`src/rtl/tpu_seq_pkg.sv`:
```
// Shared types and sizing helpers for the systolic tile sequencer.
package tpu_seq_pkg;

  typedef enum logic [2:0] {
    ST_IDLE,
    ST_WREAD,
    ST_WLOAD,
    ST_STREAM,
    ST_DRAIN,
    ST_FIN
  } tpu_seq_state_t;

  localparam int DEF_MATRIX_SIZE = 8;

  // Result alignment latency of an N x N array: skew in + skew out + 2 register stages.
  function automatic int res_lat_default(input int matrix_size);
    return 2 * matrix_size + 2;
  endfunction

  // Row counts run 1..2^addr_w, so one extra bit is needed.
  function automatic int rows_width(input int addr_w);
    return addr_w + 1;
  endfunction

endpackage

```
`src/rtl/tpu_valid_pipe.sv`:
```
// Validity-only delay line: one token per UB read, emerging DEPTH cycles later.
module tpu_valid_pipe #(
  parameter int DEPTH = 17
) (
  input  logic clk,
  input  logic rst,
  input  logic flush,
  input  logic in_valid,
  output logic out_valid,
  output logic empty
);

  logic [DEPTH-1:0] vld_q, vld_d;

  always_comb begin
    vld_d    = '0;
    vld_d[0] = in_valid;
    for (int k = 1; k < DEPTH; k++) vld_d[k] = vld_q[k-1];
    // Flush also drops the token arriving this cycle.
    if (flush) vld_d = '0;
  end

  always_ff @(posedge clk or posedge rst) begin
    if (rst) vld_q <= '0;
    else     vld_q <= vld_d;
  end

  assign out_valid = vld_q[DEPTH-1];
  assign empty     = ~|vld_q;

endmodule

```
`src/rtl/tpu_tile_sequencer.sv`:
```
// Command-driven sequencer: optional weight reload, N UB row reads, and
// results SRAM writes aligned RES_LAT cycles after each read.
module tpu_tile_sequencer
  import tpu_seq_pkg::*;
#(
  parameter int MATRIX_SIZE   = DEF_MATRIX_SIZE,
  parameter int ADDRESSSIZE   = 10,
  parameter int ADDRESSSIZE_W = 2,
  parameter int RES_LAT       = res_lat_default(MATRIX_SIZE)
) (
  input  logic                     clk,
  input  logic                     rst,
  input  logic                     cmd_valid,
  output logic                     cmd_ready,
  input  logic                     cmd_reload,
  input  logic [ADDRESSSIZE_W-1:0] cmd_w_addr,
  input  logic [ADDRESSSIZE-1:0]   cmd_src_addr,
  input  logic [ADDRESSSIZE-1:0]   cmd_dst_addr,
  input  logic [ADDRESSSIZE:0]     cmd_rows,
  input  logic                     abort,
  output logic [ADDRESSSIZE_W-1:0] wb_rd_addr,
  output logic                     we_rl,
  output logic                     ub_rd_en,
  output logic [ADDRESSSIZE-1:0]   ub_rd_addr,
  output logic                     res_wr_en,
  output logic [ADDRESSSIZE-1:0]   res_wr_addr,
  output logic                     busy,
  output logic                     done,
  output logic                     err
);

  localparam int RW = rows_width(ADDRESSSIZE);
  // One extra cycle comes from the registered res_wr_en output.
  localparam int PIPE_DEPTH = RES_LAT - 1;

  tpu_seq_state_t state_q, state_d;

  logic [ADDRESSSIZE_W-1:0] w_addr_q, w_addr_d;
  logic [ADDRESSSIZE-1:0]   src_q, src_d, dst_q, dst_d, wcnt_q, wcnt_d;
  logic [RW-1:0]            rows_q, rows_d, rcnt_q, rcnt_d;

  logic [ADDRESSSIZE_W-1:0] wb_rd_addr_q, wb_rd_addr_d;
  logic                     we_rl_q, we_rl_d;
  logic                     ub_rd_en_q, ub_rd_en_d;
  logic [ADDRESSSIZE-1:0]   ub_rd_addr_q, ub_rd_addr_d;
  logic                     res_wr_en_q, res_wr_en_d;
  logic [ADDRESSSIZE-1:0]   res_wr_addr_q, res_wr_addr_d;
  logic                     busy_q, busy_d, done_q, done_d, err_q, err_d;

  logic accept, active, flush, last_read, pipe_out, pipe_empty;

  assign cmd_ready = (state_q == ST_IDLE);
  assign accept    = cmd_valid && cmd_ready;
  assign active    = state_q inside {ST_WREAD, ST_WLOAD, ST_STREAM, ST_DRAIN};
  assign flush     = abort && active;
  assign last_read = (rcnt_q == rows_q - RW'(1));

  tpu_valid_pipe #(.DEPTH(PIPE_DEPTH)) u_pipe (
    .clk      (clk),
    .rst      (rst),
    .flush    (flush),
    .in_valid (ub_rd_en_q),
    .out_valid(pipe_out),
    .empty    (pipe_empty)
  );

  always_ff @(posedge clk or posedge rst) begin
    if (rst) state_q <= ST_IDLE;
    else     state_q <= state_d;
  end

  always_comb begin
    state_d = state_q;
    case (state_q)
      ST_IDLE: begin
        if (cmd_valid) begin
          if (cmd_rows == '0)  state_d = ST_FIN;
          else if (cmd_reload) state_d = ST_WREAD;
          else                 state_d = ST_STREAM;
        end
      end
      ST_WREAD:  state_d = ST_WLOAD;
      ST_WLOAD:  state_d = ST_STREAM;
      ST_STREAM: if (last_read) state_d = ST_DRAIN;
      ST_DRAIN:  if (pipe_empty) state_d = ST_FIN;
      ST_FIN:    state_d = ST_IDLE;
      default:   state_d = ST_IDLE;
    endcase
    if (flush) state_d = ST_FIN;
  end

  // Command latches and read/write indices.
  always_comb begin
    w_addr_d = accept ? cmd_w_addr   : w_addr_q;
    src_d    = accept ? cmd_src_addr : src_q;
    dst_d    = accept ? cmd_dst_addr : dst_q;
    rows_d   = accept ? cmd_rows     : rows_q;
    rcnt_d   = (state_q == ST_STREAM && state_d == ST_STREAM) ? rcnt_q + RW'(1) : '0;
    wcnt_d   = wcnt_q;
    if (accept)                wcnt_d = '0;
    else if (pipe_out && !flush) wcnt_d = wcnt_q + ADDRESSSIZE'(1);
  end

  // Outputs are registered, so they are derived from the state being entered.
  always_comb begin
    wb_rd_addr_d  = (state_d == ST_WREAD) ? w_addr_d : '0;
    we_rl_d       = (state_d == ST_WLOAD);
    ub_rd_en_d    = (state_d == ST_STREAM);
    ub_rd_addr_d  = ub_rd_en_d ? src_d + rcnt_d[ADDRESSSIZE-1:0] : '0;
    res_wr_en_d   = pipe_out && !flush;
    res_wr_addr_d = res_wr_en_d ? dst_q + wcnt_q : '0;
    busy_d        = (state_d != ST_IDLE);
    done_d        = (state_d == ST_FIN);
    err_d         = done_d && (flush || state_q == ST_IDLE);
  end

  always_ff @(posedge clk or posedge rst) begin
    if (rst) begin
      w_addr_q      <= '0;
      src_q         <= '0;
      dst_q         <= '0;
      rows_q        <= '0;
      rcnt_q        <= '0;
      wcnt_q        <= '0;
      wb_rd_addr_q  <= '0;
      we_rl_q       <= 1'b0;
      ub_rd_en_q    <= 1'b0;
      ub_rd_addr_q  <= '0;
      res_wr_en_q   <= 1'b0;
      res_wr_addr_q <= '0;
      busy_q        <= 1'b0;
      done_q        <= 1'b0;
      err_q         <= 1'b0;
    end else begin
      w_addr_q      <= w_addr_d;
      src_q         <= src_d;
      dst_q         <= dst_d;
      rows_q        <= rows_d;
      rcnt_q        <= rcnt_d;
      wcnt_q        <= wcnt_d;
      wb_rd_addr_q  <= wb_rd_addr_d;
      we_rl_q       <= we_rl_d;
      ub_rd_en_q    <= ub_rd_en_d;
      ub_rd_addr_q  <= ub_rd_addr_d;
      res_wr_en_q   <= res_wr_en_d;
      res_wr_addr_q <= res_wr_addr_d;
      busy_q        <= busy_d;
      done_q        <= done_d;
      err_q         <= err_d;
    end
  end

  assign wb_rd_addr  = wb_rd_addr_q;
  assign we_rl       = we_rl_q;
  assign ub_rd_en    = ub_rd_en_q;
  assign ub_rd_addr  = ub_rd_addr_q;
  assign res_wr_en   = res_wr_en_q;
  assign res_wr_addr = res_wr_addr_q;
  assign busy        = busy_q;
  assign done        = done_q;
  assign err         = err_q;

endmodule

```
`config.mk`:
```
export PLATFORM = sky130hd
export DESIGN_NAME = tpu_tile_sequencer
export DESIGN_NICKNAME = d
export VERILOG_FILES = /design/src/rtl/tpu_seq_pkg.sv /design/src/rtl/tpu_valid_pipe.sv /design/src/rtl/tpu_tile_sequencer.sv
export SDC_FILE = /design/constraint.sdc
export NUM_CORES = 1
export LEC_CHECK = 0
export ABC_CLOCK_PERIOD_IN_PS = 6750
export CAP_MARGIN = 20
export CORE_MARGIN = 1
export CORE_UTILIZATION = 45
export DETAILED_ROUTE_END_ITERATION = 12
export MAX_ROUTING_LAYER = met4
export PLACE_DENSITY = 0.71
export SYNTH_ARGS = -nofsm -noshare
export SYNTH_HDL_FRONTEND = slang
export SYNTH_SLANG_ARGS = --single-unit
```
`constraint.sdc`:
```
create_clock -name clk -period 6.75 [get_ports clk]
set_clock_uncertainty 0.1 [all_clocks]
set_input_delay 0.675 -clock clk [delete_from_list [all_inputs] [get_ports clk]]
set_output_delay 0.675 -clock clk [all_outputs]
set_load 0.02 [all_outputs]
```
==> results of run 1 <==
critical path: cells and delay by family, from the launching register on:
kind	cells	cell delay [ns]
adder cells (fa/ha/maj)	2	0.57
flip-flops	1	0.45
XOR/XNOR	1	0.13
AND/OR/NAND/NOR	6	1.35
buffers and inverters	2	0.13
AO/OA/AOI/OAI	8	1.52
cell usage in the layout, fill, tap and decap left out, types with 15 or more instances in the layout:
cell type / synthesis / final
ha_1: 21 / 21
nand3_1: 15 / 15
xor2_1: 25 / 25
xnor2_1: 21 / 21
dfrtp_1: 102 / 102
and2_1: 20 / 20
nor2_1: 41 / 41
nand2_1: 111 / 111
clkdlybuf4s50_1: 0 / 66
cells by family after synthesis:
logic type,synth area share
adders and majority gates,0.06181
and+or+nand+nor,0.2465
AOI/OAI and AO/OA,0.06131
xor gates and xnor gates,0.08225
muxes,0.002044
DFF,0.5211
buffers and inverters,0.02503
flip-flops by register name (all words and copies together), names as in the netlist, 2 cells and up:
name / flops
dst_q: 10
state_q: 3
wb_rd_addr: 2
u_pipe.vld_q: 17
rcnt_q: 11
src_q: 10
res_wr_addr: 10
ub_rd_addr: 10
rows_q: 11
wcnt_q: 10
w_addr_q: 2
layout make-up:
class / count / area (µm²)
Timing Repair Buffer: 69 / 683.2
Inverter: 13 / 51.30
Multi-Input combinational cell: 366 / 2223
Sequential cell: 102 / 2552
Fill cell: 921 / 4546
Clock inverter: 6 / 52.55
Clock buffer: 10 / 137.6
Tap cell: 136 / 170.2
power by group through the flow:
stage               Combinational (W)  Clock [W]  Sequential, W
detailed placement           0.000735          0       0.000862
global placement             0.000714          0       0.000857
floorplan                    0.000507          0       0.000862
finish                       0.000734   0.000370       0.000851
global route                 0.000821   0.000404       0.000867
CTS                          0.000740   0.000383       0.000851
how the worst max path moves through the flow:
stage,startpoint,to,cells past startpoint
finish,rows_q[0],ub_rd_addr[9],19
CTS,rows_q[0],ub_rd_addr[9],19
global route,rows_q[0],ub_rd_addr[9],19
floorplan,rows_q[0],ub_rd_addr[9],21
global placement,rows_q[0],ub_rd_addr[9],19
detailed placement,rows_q[0],ub_rd_addr[9],19
per-layer routing:
| layer | wire [µm] | share of wire | track usage |
|---|---|---|---|
| met1 | 4481 | 0.45 | 0.2454 |
| met2 | 4814 | 0.48 | 0.3103 |
| met3 | 368 | 0.037 | 0.03495 |
| met4 | 293 | 0.029 | 0.08433 |
| met5 | 0 | 0 | - |
through the flow:
stage | cells | power [W] | hold slack, ns
global placement | 686 | 0.001571 | 0.3487
floorplan | 498 | 0.001368 | 0.3334
detailed placement | 686 | 0.001597 | 0.3557
CTS | 702 | 0.001974 | 0.3808
global route | 702 | 0.002092 | 0.4031
finish | 702 | 0.001954 | 0.3738
==> results.sh, run 1 <==
export IMPL_post_cts_resized=0
export IMPL_post_cts_buffers=0
export IMPL_cts_buffers=9
export IMPL_antenna_found_initial=0
export IMPL_track_usage=0.1952
export IMPL_final_area_um2=5871
export IMPL_vias_per_cell=5.140
export IMPL_drv_cap=0
export IMPL_yosysWarnings=0
export IMPL_hold_class="reg -> reg"
export IMPL_ir_drop_uv=183.9
export IMPL_postRouteWirelength_mm=9.956
export IMPL_p_sw_w=0.0007492
export IMPL_holdPathStages=2
export IMPL_syn_num_nets=559
export IMPL_grt_first_pass_wirelength_mm=16.85
export IMPL_slew_viol_final=0
export IMPL_post_synth_top_count_cell="nand2_1"
export IMPL_final_util=0.5636
export IMPL_crit_required_ns=6.92
export IMPL_async_reset_ff_frac=1.000
export IMPL_p_int_w=0.001205
export IMPL_grt_ovfl_total=0
export IMPL_die_w_um=106.3
export IMPL_yosys_cell_types_count=56
export IMPL_drc=0
export IMPL_hold_path_startpoint="w_addr_q[0]"
export IMPL_max_freq_mhz=229.1
export IMPL_place_congestion=0.8696
export IMPL_cp_max_fo=10
export IMPL_critPathCaptureType="register"
export IMPL_status="finished clean"
export IMPL_fin_setup_tns_ns=0
export IMPL_arrival_ns=4.53
export IMPL_clock_sinks=102
export IMPL_ys_seq_elements=102
export IMPL_ant_nets=0
export IMPL_core_area_um2=10420
export IMPL_ys_seq_area_frac=0.5211
export IMPL_synthCells=498
export IMPL_rsz0062_at_grt="no"
export IMPL_clock_latency_ns=0.37
export IMPL_power_density_nw_per_um2=332.8
export IMPL_dpl_worst_slack_ns=2.439
export IMPL_cts_tree="built"
export IMPL_postCtsHoldBufs=0
export IMPL_period_needed_ns=4.365
export IMPL_synth_top_cells_by_count="nand2_1, dfrtp_1, nor2_1, xor2_1"
export IMPL_initial_utilization=0.4703
export IMPL_startpoint_type="register"
export IMPL_fp_row_count=37
export IMPL_power_frac_clock=0.189
export IMPL_area_growth_pct=19.85
export IMPL_layout_setup_ws_ns=2.385
export IMPL_post_dp_cell_area_um2=5680
export IMPL_drive_gt1_frac=0.06007
export IMPL_max_slew_margin=0.4289
export IMPL_worst_slew_pin_slew_ns=0.8567
export IMPL_setup_viol=0
export IMPL_syn_area_per_cell_um2=9.836
export IMPL_grt_pass1_vias=3565
export IMPL_cts_htree_levels=3
export IMPL_crit_type="reg -> reg"
export IMPL_cp_cell_sequence="inv_1 -> ha_1 -> o21ba_2 -> a221oi_1 -> a41oi_1 -> nor4_2 -> and3_4 -> or3_1 -> or2_4 -> inv_2 -> ha_1 -> a21oi_1 -> o211ai_1 -> o21ai_0 -> nand2b_1 -> a21oi_1 -> o21ai_0 -> xnor2_1 -> nor2b_1"
export IMPL_reg2reg_to="ub_rd_addr[9]"
export IMPL_pwr_share_seq=0.435
export IMPL_r2r_cells=19
export IMPL_cts_root_buf="clkbuf_8"
export IMPL_slowest_delay_ns=0.45
export IMPL_antenna_cells=0
export IMPL_fp_dieH_um=106.3
export IMPL_hpwlAfterDp_mm=7.231
export IMPL_avgRoutedWirePerCell_um=14.18
export IMPL_netlist_area_leader_share=0.5211
export IMPL_fin_nets=622
export IMPL_io_buffers=66
export IMPL_p_leak_nw=2.816
export IMPL_fin_crit_sh=0.6467
export IMPL_synth_edf_count=0
export IMPL_combPwrFrac=0.375
export IMPL_cp_slowest_cell="dfrtp_1"
export IMPL_grt_max_degree=70
export IMPL_r2r_start="rows_q[0]"
export IMPL_drt_iter0_drc=91
export IMPL_dr_pass1_iters=4
export IMPL_r2r_setup_slack_ns=2.38
export IMPL_clockBufferDepth=2
export IMPL_hold_viol=0
export IMPL_synth_ff_type="dfrtp_1"
export IMPL_sw_frac_of_total=0.3834
export IMPL_min_to="w_addr_q[0]"
export IMPL_die_area_um2=11310
export IMPL_via_count=3608
export IMPL_synth_top_area_cell="dfrtp_1"
export IMPL_num_io_pins=67
export IMPL_synth_area_um2=4898
export IMPL_synthTopCellsByArea="dfrtp_1, nand2_1, ha_1"
export IMPL_clk_pin_slew_worst_paths_ns=0.10
No activity file was read; power rests on OpenSTA's default activity.
==> run 2: changes to the inputs <==
--- a/config.mk
+++ b/config.mk
@@ -5,13 +5,13 @@
 export SDC_FILE = /design/constraint.sdc
 export NUM_CORES = 1
 export LEC_CHECK = 0
-export ABC_CLOCK_PERIOD_IN_PS = 6750
+export ABC_CLOCK_PERIOD_IN_PS = 3930
 export CAP_MARGIN = 20
 export CORE_MARGIN = 1
 export CORE_UTILIZATION = 45
 export DETAILED_ROUTE_END_ITERATION = 12
 export MAX_ROUTING_LAYER = met4
-export PLACE_DENSITY = 0.71
+export PLACE_DENSITY = 0.73
 export SYNTH_ARGS = -nofsm -noshare
 export SYNTH_HDL_FRONTEND = slang
 export SYNTH_SLANG_ARGS = --single-unit
==> constraint.sdc (replaced) <==
create_clock -name clk -period 3.93 [get_ports clk]
set_clock_uncertainty 0.1 [all_clocks]
set_input_delay 0.393 -clock clk [delete_from_list [all_inputs] [get_ports clk]]
set_output_delay 0.393 -clock clk [all_outputs]
set_load 0.02 [all_outputs]
==> results.sh, run 2 (synthesis results as in run 1) <==
export IMPL_dr_pass1_iters=4
export IMPL_slew_viol_final=0
export IMPL_status="finished clean"
export IMPL_clk_pin_slew_worst_paths_ns=0.10
export IMPL_route_layer_met1_wl_mm=4.618
export IMPL_power_density_nw_per_um2=589.6
export IMPL_final_common_cell="nand2_1"
export IMPL_crit_start="rows_q[5]"
export IMPL_dpl_worst_slack_ns=-0.1235
export IMPL_drive_gt1_frac=0.1229
export IMPL_r2r_start="rows_q[5]"
export IMPL_holdPathStages=2
export IMPL_initial_utilization=0.4703
export IMPL_r2r_setup_slack_ns=0.11
export IMPL_die_w_um=106.3
export IMPL_cp_max_fo=5
export IMPL_max_slew_margin=0.5186
export IMPL_cp_num_cells=19
export IMPL_core_area_um2=10420
export IMPL_p_leak_nw=2.928
export IMPL_io_buffers=66
export IMPL_drv_cap=0
export IMPL_die_area_um2=11310
export IMPL_combPwrFrac=0.405
export IMPL_cp_slowest_cell="dfrtp_2"
export IMPL_critPathBufInv=2
export IMPL_r2r_cells=19
export IMPL_cts_root_buf="clkbuf_8"
export IMPL_hold_viol=0
export IMPL_area_growth_pct=25.85
export IMPL_clock_latency_ns=0.37
export IMPL_slowest_delay_ns=0.44
export IMPL_largest_reg_flops=17
export IMPL_drt_iter0_drc=203
export IMPL_critPathCaptureType="register"
export IMPL_final_util=0.5918
export IMPL_cts_tree="built"
export IMPL_antenna_found_initial=0
export IMPL_fp_dieH_um=106.3
export IMPL_routed_wl_met2_mm=5.645
export IMPL_track_usage=0.2075
export IMPL_grt_first_pass_wirelength_mm=17.86
export IMPL_layout_setup_ws_ns=0.1123
export IMPL_sw_frac_of_total=0.3674
export IMPL_postCtsHoldBufs=0
export IMPL_clock_sinks=102
export IMPL_drc=0
export IMPL_vias_per_cell=5.205
export IMPL_max_freq_mhz=261.9
export IMPL_largestRegisters="u_pipe.vld_q: 17 flops, rcnt_q: 11 flops, rows_q: 11 flops"
export IMPL_grt_ovfl_total=0
export IMPL_cts_buffers=9
export IMPL_top_register="u_pipe.vld_q"
export IMPL_place_congestion=0.8990
export IMPL_ir_drop_uv=280.9
export IMPL_ant_nets=0
export IMPL_grt_max_degree=60
export IMPL_power_frac_clock=0.195
export IMPL_period_needed_ns=3.818
export IMPL_top_layer_used="met4"
export IMPL_worst_slew_pin_slew_ns=0.7221
export IMPL_layout_common_cells="nand2_1, dfrtp_1, clkdlybuf4s50_1, nor2_1, xor2_1"
export IMPL_grt_pass1_vias=3858
export IMPL_crit_type="reg -> reg"
export IMPL_hpwlAfterDp_mm=7.609
export IMPL_fin_nets=642
export IMPL_p_int_w=0.002299
export IMPL_dr_wl_met3_um=469
export IMPL_postRouteWirelength_mm=10.93
export IMPL_via_count=3758
export IMPL_startpoint_type="register"
export IMPL_fin_crit_sh=0.9714
export IMPL_cts_htree_levels=3
export IMPL_critical_path_top_delay_family="simple AND/OR/NAND/NOR gates"
export IMPL_fp_row_count=37
export IMPL_num_io_pins=67
export IMPL_antenna_cells=0
export IMPL_crit_required_ns=4.09
export IMPL_pwr_share_seq=0.400
export IMPL_clockBufferDepth=2
export IMPL_avgRoutedWirePerCell_um=15.14
export IMPL_hold_path_startpoint="w_addr_q[0]"
export IMPL_setup_viol=0
export IMPL_path_common_cell="a21o_1"
export IMPL_p_sw_w=0.001335
export IMPL_hold_class="reg -> reg"
export IMPL_cp_cell_sequence="nor4_4 -> buf_4 -> a221o_1 -> o311a_1 -> nand2_2 -> and3_4 -> or3_4 -> nor2_4 -> ha_4 -> inv_1 -> fa_2 -> nor2b_2 -> o21ai_1 -> nand2b_1 -> a21o_1 -> a21o_1 -> a31oi_1 -> xor2_1 -> nor2_1"
export IMPL_arrival_ns=3.98
## run 2: final timing paths
check                                   end
hold / removal                  w_addr_q[0]
hold reg to reg                 w_addr_q[0]
max in group asynchronous         rows_q[5]
setup reg to reg              ub_rd_addr[8]
setup / recovery              ub_rd_addr[8]
min in group asynchronous  u_pipe.vld_q[13]
## run 2: power by group through the flow
stage	logic, W	clock network [W]	registers (W)
after floorplan	0.000870	0	0.00148
after global placement	0.00129	0	0.00146
after detailed placement	0.00132	0	0.00147
after CTS	0.00135	0.000730	0.00145
after global routing	0.00164	0.000773	0.00148
final	0.00147	0.000709	0.00145
## run 2: area by class of cell
class                      instances  area [µm²]
sequential                       102        2554
timing repair buffer              89       833.3
tap                              136       170.2
clock inverter                     5       81.33
fill                             901        4252
clock buffer                      11       131.4
inverter                          13       51.30
multi-input combinational        366        2344
## run 2: stage by stage
stage          TNS (ns)  instances  cell area (µm²)  total power (W)  hold slack [ns]
5_1_grt         -0.3628        722             6165         0.003896           0.4071
2_1_floorplan         0        498             4898         0.002350           0.3334
3_5_place_dp    -0.2609        696             5756         0.002793           0.3501
3_3_place_gp          0        696             5756         0.002747           0.3481
4_1_cts               0        713             5982         0.003527           0.3732
6_report              0        722             6165         0.003635           0.3645
## run 2: metal layers
metal / vias to the layer above / GRT usage
li1: 1827 / -
met1: 1810 / 0.2470
met2: 99 / 0.3488
met3: 22 / 0.05028
met4: 0 / 0.06151
met5: - / -
## run 2: worst reg2reg max path, stage by stage (launching register included)
cell      delay [ns]
dfrtp_2         0.44
nor4_4          0.39
buf_4           0.18
a221o_1         0.15
o311a_1         0.17
nand2_2         0.07
and3_4          0.18
or3_4           0.43
nor2_4          0.17
ha_4            0.15
inv_1           0.05
fa_2            0.34
nor2b_2         0.14
o21ai_1         0.07
nand2b_1        0.11
a21o_1          0.12
a21o_1          0.13
a31oi_1         0.10
xor2_1          0.17
nor2_1          0.05
## run 2: what timing repair did
action | in CTS | in global routing
buffers inserted | 1 | 9
cloned | 0 | 0
endpoints found under the setup margin | 4 | 4
resized for setup | 2 | 26
pin swaps | 2 | 20
==> RTL change (config.mk and constraints of run 1) <==
`ub_rd_addr_q` and `res_wr_addr_q` no longer have a reset.
--- a/src/rtl/tpu_tile_sequencer.sv
+++ b/src/rtl/tpu_tile_sequencer.sv
@@ -125,9 +125,7 @@
       wb_rd_addr_q  <= '0;
       we_rl_q       <= 1'b0;
       ub_rd_en_q    <= 1'b0;
-      ub_rd_addr_q  <= '0;
       res_wr_en_q   <= 1'b0;
-      res_wr_addr_q <= '0;
       busy_q        <= 1'b0;
       done_q        <= 1'b0;
       err_q         <= 1'b0;
@@ -141,13 +139,16 @@
       wb_rd_addr_q  <= wb_rd_addr_d;
       we_rl_q       <= we_rl_d;
       ub_rd_en_q    <= ub_rd_en_d;
-      ub_rd_addr_q  <= ub_rd_addr_d;
       res_wr_en_q   <= res_wr_en_d;
-      res_wr_addr_q <= res_wr_addr_d;
       busy_q        <= busy_d;
       done_q        <= done_d;
       err_q         <= err_d;
     end
+  end
+
+  always_ff @(posedge clk) begin
+    ub_rd_addr_q  <= ub_rd_addr_d;
+    res_wr_addr_q <= res_wr_addr_d;
   end
 
   assign wb_rd_addr  = wb_rd_addr_q;
Behaviour: not the same (Yosys sat finds a counterexample within 4 cycles, from zero or initial values and one cycle with rst high).
==> RTL change against run 1 <==
Final cell count shrank 5.4%. Sequential cell count is the same. Total power grew 5.0%. Setup slack lost 0.25 ns. Cell area grew 0.26%. Synthesized area shrank 0.10%. Combinational power grew 11%. Sequential power grew 5.2%. Routed wire length shrank 0.26%. Largest cell class unchanged. Largest power group unchanged.
==> RTL change: results <==
synthesis:
  ys_top_cells_by_area: "dfrtp_1, dfxtp_1, mux2_2"
  synth_nets: 515
  async_reset_ff_share_pct: 80.4
  synth.distinct_cells: 51
  yosysTopAreaCellShare_pct: 41.9
  yosys-top-cells-count: "dfrtp_1, nor2_1, mux2_2"
  synthXorXnorAreaFrac_pct: 7.34
  netlist_instances: 454
  synth_fa_ha_area_share_pct: 6.19
  synth_compound_area_share_pct: 8.34
  muxShareOfSynthArea_pct: 7.08
  synth_seq_area_share_pct: 50.1
drt:
  num_vias: 3506
  routed_wl_um: 9930
  first_pass_iters: 4
  drt_iter0_drc: 114
cells_and_area:
  largest_registers: "u_pipe.vld_q: 17 flops, rcnt_q: 11 flops, rows_q: 11 flops"
  fin_area_um2: 5890
  final_nets: 584
  largest-register: "u_pipe.vld_q"
  drive_gt1_share_pct: 10.6
  fin_cells: 664
  largest_reg_flops: 17
  antenna_cells: 0
  n_fill_cell: 899
min_path:
  min_path_type: "flip-flop to flip-flop"
power:
  ir_drop_mv: 0.190
  p_leak_nw: 2.58
clock_network:
  cts-root-buf: "clkbuf_8"
  htree_levels: 3
  cts_inserted_buffers: 9
  clk_latency_ns: 0.37
  ctsLongestPathBuffers: 2
  path_clk_slew_ns: 0.09
global_route:
  grt_pass1_wl_um: 16800
  gr-usage-met1_pct: 23.3
  use_met3_pct: 4.05
  antenna_found_initial: 0
  grt_max_degree: 83
  track_usage_pct: 19.5
  met2_usage_pct: 32.6
  grt_pass1_vias: 3676
placement:
  place_area_um2: 5690
  dp_hpwl_um: 7050
  pre_cts_ws_ns: 2.07
  place_congestion: 0.821
  dp_cells: 647
  numPortBuffers: 66
setup_path:
  cp_max_fo: 11
timing:
  slew_headroom_pct: 48.2
outcome:
  status: "completed"
RTL change: worst max-delay path, stage by stage, from the launching register on:
cell      delay, ns
dfrtp_1        0.44
inv_1          0.09
ha_1           0.20
nand2b_1       0.12
or3_1          0.38
a221oi_2       0.24
nand4_1        0.18
nor4_4         0.40
or4_4          0.28
nor2_1         0.10
ha_1           0.30
a211oi_1       0.26
o21ai_0        0.19
a31o_2         0.28
a21oi_1        0.16
xnor2_1        0.18
or3b_2         0.47
a31oi_1        0.18
RTL change: cell type report:
class                           count  share of cell area (%)
Clock buffer                       14                    2.59
Sequential cell                   102                    41.7
Inverter                           18                    1.17
Tap cell                          136                    2.89
Multi-Input combinational cell    323                    39.4
Timing Repair Buffer               69                    11.9
Clock inverter                      2                   0.298
RTL change: worst paths after layout:
kind	startpoint	end	slack, ns	cells after the start
hold reg to reg	u_pipe.vld_q[13]	u_pipe.vld_q[14]	0.40	1
setup reg to reg	rows_q[0]	ub_rd_addr[9]	2.14	17
setup / recovery	rows_q[0]	ub_rd_addr[9]	2.14	17
max in group asynchronous	rst	src_q[1]	5.41	4
hold / removal	u_pipe.vld_q[13]	u_pipe.vld_q[14]	0.40	1
min in group asynchronous	rst	wcnt_q[3]	0.55	3
RTL change: routing by layer:
metal,part of all wire (%),wire length (µm),up-vias
met5,0,0,-
met4,1.9,189,0
met3,4.4,437,16
met2,49,4870,76
met1,45,4430,1706
li1,-,-,1708
RTL change: kinds of logic after synthesis:
family	count (synthesis)
simple gates	165
flops	102
compound gates	63
xor+xnor	41
mux	31
buf+inv	29
fa+ha+maj	23
RTL change: where the power goes:
group          leakage (nW)  switching, mW  internal [mW]
Combinational          1.27          0.428          0.388
Sequential             1.23          0.129          0.766
Clock                0.0849          0.194          0.146
